### src/rtl/adder_wide_pkg.sv
// adder_wide_pkg
//   Shared definitions for the sequential wide adder:
//   - state_t   : FSM state encoding (IDLE/RUN/DONE)
//   - WORD_W    : width of one datapath word (the adder32 width)
//   - cnt_width : word-counter width for a given NWORDS, never below 1 bit
package adder_wide_pkg;

  localparam int WORD_W = 32;

  typedef enum logic [1:0] {
    IDLE = 2'd0,
    RUN  = 2'd1,
    DONE = 2'd2
  } state_t;

  function automatic int cnt_width(input int nwords);
    return (nwords <= 1) ? 1 : $clog2(nwords);
  endfunction

endpackage

### src/rtl/adder_wide_seq_if.sv
// adder_wide_seq_if
//   Request/response bundle of the sequential wide adder.
//   Request : in_valid, in_ready, opa, opb, ci (and sub when ADDER_WIDE_SUB_EN)
//   Response: out_valid, out_ready, sum, co
//   master = issuing/consuming side, slave = the adder.
//   Macro ADDER_WIDE_SUB_EN adds the 1-bit sub request field.
interface adder_wide_seq_if
  import adder_wide_pkg::*;
#(
  parameter int NWORDS = 4
);
  localparam int W = WORD_W * NWORDS;

  logic         in_valid;
  logic         in_ready;
  logic [W-1:0] opa;
  logic [W-1:0] opb;
  logic         ci;
`ifdef ADDER_WIDE_SUB_EN
  logic         sub;
`endif
  logic         out_valid;
  logic         out_ready;
  logic [W-1:0] sum;
  logic         co;

`ifdef ADDER_WIDE_SUB_EN
  modport master (
    output in_valid, opa, opb, ci, sub, out_ready,
    input  in_ready, out_valid, sum, co
  );
  modport slave (
    input  in_valid, opa, opb, ci, sub, out_ready,
    output in_ready, out_valid, sum, co
  );
`else
  modport master (
    output in_valid, opa, opb, ci, out_ready,
    input  in_ready, out_valid, sum, co
  );
  modport slave (
    input  in_valid, opa, opb, ci, out_ready,
    output in_ready, out_valid, sum, co
  );
`endif

endinterface

### src/rtl/adder_wide_seq_adder32.sv
// adder32
//   32-bit carry-select adder, purely combinational.
//   a, b : operands      ci : carry-in
//   s    : sum           co : carry-out of bit 31
//   The low half ripples; the high half is precomputed for both possible
//   carries out of the low half and selected by the real one.
module adder32 (
  input  logic [31:0] a,
  input  logic [31:0] b,
  input  logic        ci,
  output logic [31:0] s,
  output logic        co
);

  logic [16:0] lo;
  logic [16:0] hi0;
  logic [16:0] hi1;

  assign lo  = {1'b0, a[15:0]}  + {1'b0, b[15:0]}  + {16'd0, ci};
  assign hi0 = {1'b0, a[31:16]} + {1'b0, b[31:16]};
  assign hi1 = {1'b0, a[31:16]} + {1'b0, b[31:16]} + 17'd1;

  assign s  = {(lo[16] ? hi1[15:0] : hi0[15:0]), lo[15:0]};
  assign co = lo[16] ? hi1[16] : hi0[16];

endmodule

### src/rtl/adder_wide_seq.sv
// adder_wide_seq
//   Multi-cycle W-bit adder (W = 32*NWORDS) that reuses one adder32 for
//   every word, LSW first, chaining the carry through a register.
//   clk   : rising-edge clock
//   rst_n : asynchronous active-low reset
//   bus   : adder_wide_seq_if.slave (request/response handshakes, operands,
//           registered sum/co). NWORDS must match the interface instance.
//   Macro ADDER_WIDE_SUB_EN: adds bus.sub; sub=1 computes opa - opb with co
//   as the no-borrow flag.
//
//   state | meaning
//   IDLE  | in_ready=1, waiting for in_valid; captures operands on accept
//   RUN   | one word per cycle through adder32, cnt selects the word
//   DONE  | out_valid=1, result held until out_ready
module adder_wide_seq
  import adder_wide_pkg::*;
#(
  parameter int NWORDS = 4
) (
  input  logic              clk,
  input  logic              rst_n,
  adder_wide_seq_if.slave   bus
);

  localparam int W  = WORD_W * NWORDS;
  localparam int CW = cnt_width(NWORDS);
  localparam logic [CW-1:0] LAST = CW'(NWORDS - 1);

  state_t            state;
  logic [W-1:0]      opa_q;
  logic [W-1:0]      opb_q;
  logic [W-1:0]      sum_q;
  logic [CW-1:0]     cnt;
  logic              carry_q;
  logic              co_q;
  logic              out_valid_q;

  logic [WORD_W-1:0] a_word;
  logic [WORD_W-1:0] b_word;
  logic [WORD_W-1:0] s_word;
  logic              c_word;

  assign a_word = opa_q[cnt*WORD_W +: WORD_W];
  assign b_word = opb_q[cnt*WORD_W +: WORD_W];

  adder32 u_adder32 (
    .a  (a_word),
    .b  (b_word),
    .ci (carry_q),
    .s  (s_word),
    .co (c_word)
  );

  always_ff @(posedge clk or negedge rst_n) begin
    if (!rst_n) begin
      state       <= IDLE;
      opa_q       <= '0;
      opb_q       <= '0;
      sum_q       <= '0;
      cnt         <= '0;
      carry_q     <= 1'b0;
      co_q        <= 1'b0;
      out_valid_q <= 1'b0;
    end else begin
      case (state)
        IDLE: begin
          if (bus.in_valid) begin
            opa_q <= bus.opa;
`ifdef ADDER_WIDE_SUB_EN
            // Subtract as A + ~B + 1; ci is not used in that mode.
            opb_q   <= bus.sub ? ~bus.opb : bus.opb;
            carry_q <= bus.sub ? 1'b1 : bus.ci;
`else
            opb_q   <= bus.opb;
            carry_q <= bus.ci;
`endif
            cnt   <= '0;
            state <= RUN;
          end
        end
        RUN: begin
          sum_q[cnt*WORD_W +: WORD_W] <= s_word;
          carry_q                     <= c_word;
          if (cnt == LAST) begin
            co_q        <= c_word;
            out_valid_q <= 1'b1;
            state       <= DONE;
          end else begin
            cnt <= cnt + CW'(1);
          end
        end
        DONE: begin
          if (bus.out_ready) begin
            out_valid_q <= 1'b0;
            state       <= IDLE;
          end
        end
        default: state <= IDLE;
      endcase
    end
  end

  assign bus.in_ready  = (state == IDLE);
  assign bus.out_valid = out_valid_q;
  assign bus.sum       = sum_q;
  assign bus.co        = co_q;

endmodule
### src/flat_wrapper.sv
// flat-port wrapper written by rule: the top's interface ports become plain ports
module adder_wide_seq_flat import adder_wide_pkg::*;
#(
  parameter int NWORDS = 4
)
  (clk, rst_n, bus_in_valid, bus_opa, bus_opb, bus_ci, bus_out_ready, bus_in_ready, bus_out_valid, bus_sum, bus_co);
  adder_wide_seq_if #(.NWORDS(NWORDS)) bus_i ();
  input  logic clk;
  input  logic rst_n;
  input wire logic [$bits(bus_i.in_valid)-1:0] bus_in_valid;
  input wire logic [$bits(bus_i.opa)-1:0] bus_opa;
  input wire logic [$bits(bus_i.opb)-1:0] bus_opb;
  input wire logic [$bits(bus_i.ci)-1:0] bus_ci;
  input wire logic [$bits(bus_i.out_ready)-1:0] bus_out_ready;
  output wire logic [$bits(bus_i.in_ready)-1:0] bus_in_ready;
  output wire logic [$bits(bus_i.out_valid)-1:0] bus_out_valid;
  output wire logic [$bits(bus_i.sum)-1:0] bus_sum;
  output wire logic [$bits(bus_i.co)-1:0] bus_co;
  assign bus_i.in_valid = bus_in_valid;
  assign bus_i.opa = bus_opa;
  assign bus_i.opb = bus_opb;
  assign bus_i.ci = bus_ci;
  assign bus_i.out_ready = bus_out_ready;
  assign bus_in_ready = bus_i.in_ready;
  assign bus_out_valid = bus_i.out_valid;
  assign bus_sum = bus_i.sum;
  assign bus_co = bus_i.co;
  adder_wide_seq #(.NWORDS(NWORDS)) u_core (.clk(clk), .rst_n(rst_n), .bus(bus_i));
endmodule
### config.mk
export PLATFORM = sky130hd
export DESIGN_NAME = adder_wide_seq_flat
export DESIGN_NICKNAME = d
export VERILOG_FILES = /design/src/rtl/adder_wide_pkg.sv /design/src/rtl/adder_wide_seq_if.sv /design/src/rtl/adder_wide_seq_adder32.sv /design/src/rtl/adder_wide_seq.sv /design/src/flat_wrapper.sv
export SDC_FILE = /design/constraint.sdc
export NUM_CORES = 1
export LEC_CHECK = 0
export CAP_MARGIN = 20
export CORE_MARGIN = 5
export CORE_UTILIZATION = 55
export CTS_CLUSTER_DIAMETER = 60
export DETAILED_ROUTE_END_ITERATION = 8
export PLACE_DENSITY = 0.91
export SLEW_MARGIN = 30
export SYNTH_ARGS = -nofsm -noshare
export SYNTH_HDL_FRONTEND = slang
export SYNTH_SLANG_ARGS = --single-unit
### constraint.sdc
create_clock -name clk -period 8.5 [get_ports clk]
set_clock_uncertainty 0.2 [all_clocks]
set_input_delay 1.275 -clock clk [delete_from_list [all_inputs] [get_ports clk]]
set_output_delay 1.275 -clock clk [all_outputs]
set_load 0.005 [all_outputs]
==> summary.json <==
{
  "status": {"value": "completed"},
  "timing.fmax": {"value": 0.174, "unit": "GHz"},
  "critical_path.reg2reg.endpoint": {"value": "u_core.bus.sum[29]$_DFFE_PN0P_"},
  "reg2regPathDepth": {"value": 11},
  "yosys_register_bits": {"value": 391},
  "share_of_the_clock_period_used_by_the_worst_path_after_layout": {"value": 0.676},
  "estimated_wirelength_of_the_detail_placed_design": {"value": 37900, "unit": "microns"},
  "numClockSinks": {"value": 391},
  "grt_pass1_vias": {"value": 13900},
  "io_pins": {"value": 392},
  "dominantRegCellSynth": {"value": "sky130_fd_sc_hd__dfrtp_1"},
  "grt_start_max_net_pins": {"value": 134},
  "detail-route-antenna-nets": {"value": 0},
  "residual_drc_count": {"value": 0},
  "worst-endpoint-required": {"value": 8.70, "unit": "ns"},
  "io_buffer_count": {"value": 391},
  "rsz_0062_raised_after_global_routing": {"value": "false"},
  "startpoint": {"value": "u_core.cnt[0]$_DFFE_PN0P_"},
  "mappedNetlistArea": {"value": 18000, "unit": "sq um"},
  "synth-edff-count": {"value": 0},
  "routed-via-count": {"value": 13300},
  "cts_resized": {"value": 0},
  "largest_fanout_on_the_critical_path": {"value": 40},
  "max_cap_viol_count": {"value": 0},
  "placeableCoreArea": {"value": 32500, "unit": "sq um"},
  "slew-limit-headroom": {"value": 0.396},
  "clk-insertion-delay-late": {"value": 0.54, "unit": "ns"},
  "synth.yosys.seq_area_share": {"value": 0.542},
  "row_count": {"value": 66},
  "synth_top_family_by_area": {"value": "multiplexers"},
  "ys_types": {"value": 63},
  "synth.yosys.warnings": {"value": 0},
  "max-clock-path-buffers": {"value": 3},
  "reg2reg_from": {"value": "u_core.cnt[0]$_DFFE_PN0P_"},
  "ys_async_sr_fraction": {"value": 1.00},
  "die_height": {"value": 191, "unit": "microns"},
  "gp_congestion": {"value": 0.958},
  "timing.reg2reg.setup_slack": {"value": 2.76, "unit": "ns"},
  "worstSetupPathType": {"value": "flip-flop to flip-flop"},
  "final_critical_path_time_including_i_o_delays_and_setup": {"value": 5.74, "unit": "ns"},
  "drt-vias-per-instance": {"value": 6.07},
  "synthMuxAreaShare": {"value": 0.243},
  "detail_route.wirelength": {"value": 52900, "unit": "microns"},
  "postCtsHoldBufs": {"value": 0},
  "wl_per_cell": {"value": 24.2, "unit": "microns"},
  "hold_path_class": {"value": "flip-flop to flip-flop"},
  "number_of_design_rule_violations_left_by_the_first_detailed_router_iteration": {"value": 1163},
  "timing.final.max_slew_violations": {"value": 0},
  "syn_inst": {"value": 1334},
  "synth_simple_gate_area_frac": {"value": 0.0518},
  "cts_inserted_buffers": {"value": 41},
  "worstSetupEndpoint": {"value": "u_core.bus.sum[29]$_DFFE_PN0P_"},
  "worstPathArrival": {"value": 5.95, "unit": "ns"},
  "layout.nets": {"value": 2003},
  "initial_cell_density_of_the_core": {"value": 0.556},
  "drive_gt1_frac": {"value": 0.240},
  "cts.reportedPaths.clkPinSlew": {"value": 0.06, "unit": "ns"},
  "growth_of_design_area_from_synthesis_to_finish": {"value": 32.0, "unit": "%"},
  "timing.critical_path.to_type": {"value": "flip-flop"},
  "timing_hold_violations_final": {"value": 0},
  "synth_compound_area_frac": {"value": 0.0939},
  "tns": {"value": 0, "unit": "ns"},
  "postSynthNetCount": {"value": 1636},
  "ctsRootBufferMaster": {"value": "sky130_fd_sc_hd__clkbuf_16"},
  "post_cts_setup_buffer_count": {"value": 0},
  "detail_route.first_pass.iterations": {"value": 6},
  "groute.usage.overall": {"value": 0.285},
  "number_of_antenna_violations_at_the_first_check_in_global_routing": {"value": 18},
  "synthXorXnorAreaFrac": {"value": 0.0185},
  "die_x": {"value": 191, "unit": "microns"},
  "grt_first_pass_wirelength": {"value": 80700, "unit": "microns"},
  "clock_tree_from_tritoncts": {"value": "done"},
  "setup.worst_path.start_class": {"value": "flip-flop"},
  "dieArea": {"value": 36500, "unit": "sq um"},
  "globalRoute.totalOverflow": {"value": 0},
  "cts_max_level": {"value": 2},
  "synth.avg_cell_area": {"value": 13.5, "unit": "sq um"},
  "worst_pin_slew": {"value": 0.903, "unit": "ns"},
  "finalSetupViolCount": {"value": 0},
  "synthAdderAreaFrac": {"value": 0.0297}
}
## layout by cell type (no fill, tap or decap), types with 8 or more instances in the layout
master	count
sky130_fd_sc_hd__a21o_1	17
sky130_fd_sc_hd__a21oi_1	27
sky130_fd_sc_hd__a22o_1	56
sky130_fd_sc_hd__and3_1	8
sky130_fd_sc_hd__buf_4	9
sky130_fd_sc_hd__clkbuf_1	9
sky130_fd_sc_hd__clkbuf_16	43
sky130_fd_sc_hd__clkdlybuf4s50_1	390
sky130_fd_sc_hd__dfrtp_1	389
sky130_fd_sc_hd__diode_2	13
sky130_fd_sc_hd__ha_1	38
sky130_fd_sc_hd__inv_1	14
sky130_fd_sc_hd__mux2_2	256
sky130_fd_sc_hd__mux4_2	64
sky130_fd_sc_hd__nand2_1	105
sky130_fd_sc_hd__nand4_1	9
sky130_fd_sc_hd__nor2_1	23
sky130_fd_sc_hd__o211ai_1	8
sky130_fd_sc_hd__o21ai_0	81
sky130_fd_sc_hd__xnor2_1	23
sky130_fd_sc_hd__xor2_1	15
## final cells by class
type                    instances  area (sq um)
flip-flops and latches        391          9790
fillers                      2080          8640
multi-input cells             848          7910
repair buffers                405          4080
clock buffers                  54          1140
well taps                     442           553
clock inverters                18           263
inverters                      14          52.6
diodes                         13          32.5
## critical path, cell delays in order, from the launching register on
cell                      delay, ns
sky130_fd_sc_hd__dfrtp_4       0.82
sky130_fd_sc_hd__buf_4         0.74
sky130_fd_sc_hd__mux4_2        0.64
sky130_fd_sc_hd__fa_1          0.50
sky130_fd_sc_hd__a21o_1        0.22
sky130_fd_sc_hd__a221o_1       0.42
sky130_fd_sc_hd__o31ai_1       0.38
sky130_fd_sc_hd__xnor2_1       0.22
sky130_fd_sc_hd__nand4_1       0.19
sky130_fd_sc_hd__or4_4         0.60
sky130_fd_sc_hd__or2_1         0.29
sky130_fd_sc_hd__a221o_1       0.33
## per-stage QoR
| step | instances | cell area [sq um] | utilization | hold slack (ns) | setup slack [ns] |
|---|---|---|---|---|---|
| final | 2185 | 23800 | 0.734 | 0.278 | 2.76 |
| after global routing | 2185 | 23800 | 0.734 | 0.314 | 2.31 |
| after CTS | 2171 | 23700 | 0.732 | 0.283 | 2.67 |
| after detailed placement | 2099 | 22300 | 0.689 | 0.270 | 2.70 |
| after global placement | 2099 | 22300 | 0.688 | 0.262 | 2.79 |
| after floorplan | 1334 | 18000 | - | 0.273 | 2.93 |
## how the worst min path moves through the flow
| stage | start | cells after the start | to |
|---|---|---|---|
| after floorplan | u_core.bus.sum[105]$_DFFE_PN0P_ | 2 | u_core.bus.sum[105]$_DFFE_PN0P_ |
| after global placement | u_core.bus.sum[114]$_DFFE_PN0P_ | 2 | u_core.bus.sum[114]$_DFFE_PN0P_ |
| after detailed placement | u_core.bus.sum[97]$_DFFE_PN0P_ | 2 | u_core.bus.sum[97]$_DFFE_PN0P_ |
| after CTS | u_core.bus.sum[97]$_DFFE_PN0P_ | 2 | u_core.bus.sum[97]$_DFFE_PN0P_ |
| after global routing | u_core.bus.sum[9]$_DFFE_PN0P_ | 2 | u_core.bus.sum[9]$_DFFE_PN0P_ |
| final | u_core.bus.sum[97]$_DFFE_PN0P_ | 2 | u_core.bus.sum[97]$_DFFE_PN0P_ |
## Yosys cell counts, drive strengths merged, types with 17 or more instances
library cell	count	share of area
nor2	24	0.0050
ha	38	0.026
dfrtp	391	0.54
a22o	56	0.027
mux2	256	0.16
xnor2	23	0.011
o21ai	81	0.022
a21o	17	0.0071
mux4	64	0.080
nand2	105	0.022
a21oi	27	0.0075
clkbuf	68	0.014
## per-layer routing
layer / vias to the layer above / GRT usage / wire [microns]
met5: - / 0 / 67
met4: 10 / 0.114 / 2240
met3: 152 / 0.0663 / 4680
met2: 666 / 0.456 / 25500
met1: 6734 / 0.382 / 20400
li1: 5695 / - / -
## registers in the layout (all words and copies together) (netlist names)
register / count
u_core.cnt: 2
u_core.state: 2
u_core.opa_q: 128
u_core.bus.co: 1
u_core.bus.sum: 128
u_core.bus.out_valid: 1
u_core.opb_q: 128
u_core.carry_q: 1
## cell families (layout without fill, tap and decap cells)
kind of cell / count (synthesis) / in the layout
xor gates and xnor gates: 38 / 38
other: 0 / 13
buffers and inverters: 95 / 491
AOI/OAI and AO/OA: 243 / 243
adders and majority gates: 41 / 41
DFF: 391 / 391
and+or+nand+nor: 200 / 200
muxes: 326 / 326
Power is not shown: default switching activity piles up to over one toggle a cycle in this logic, so the estimate is an artifact.
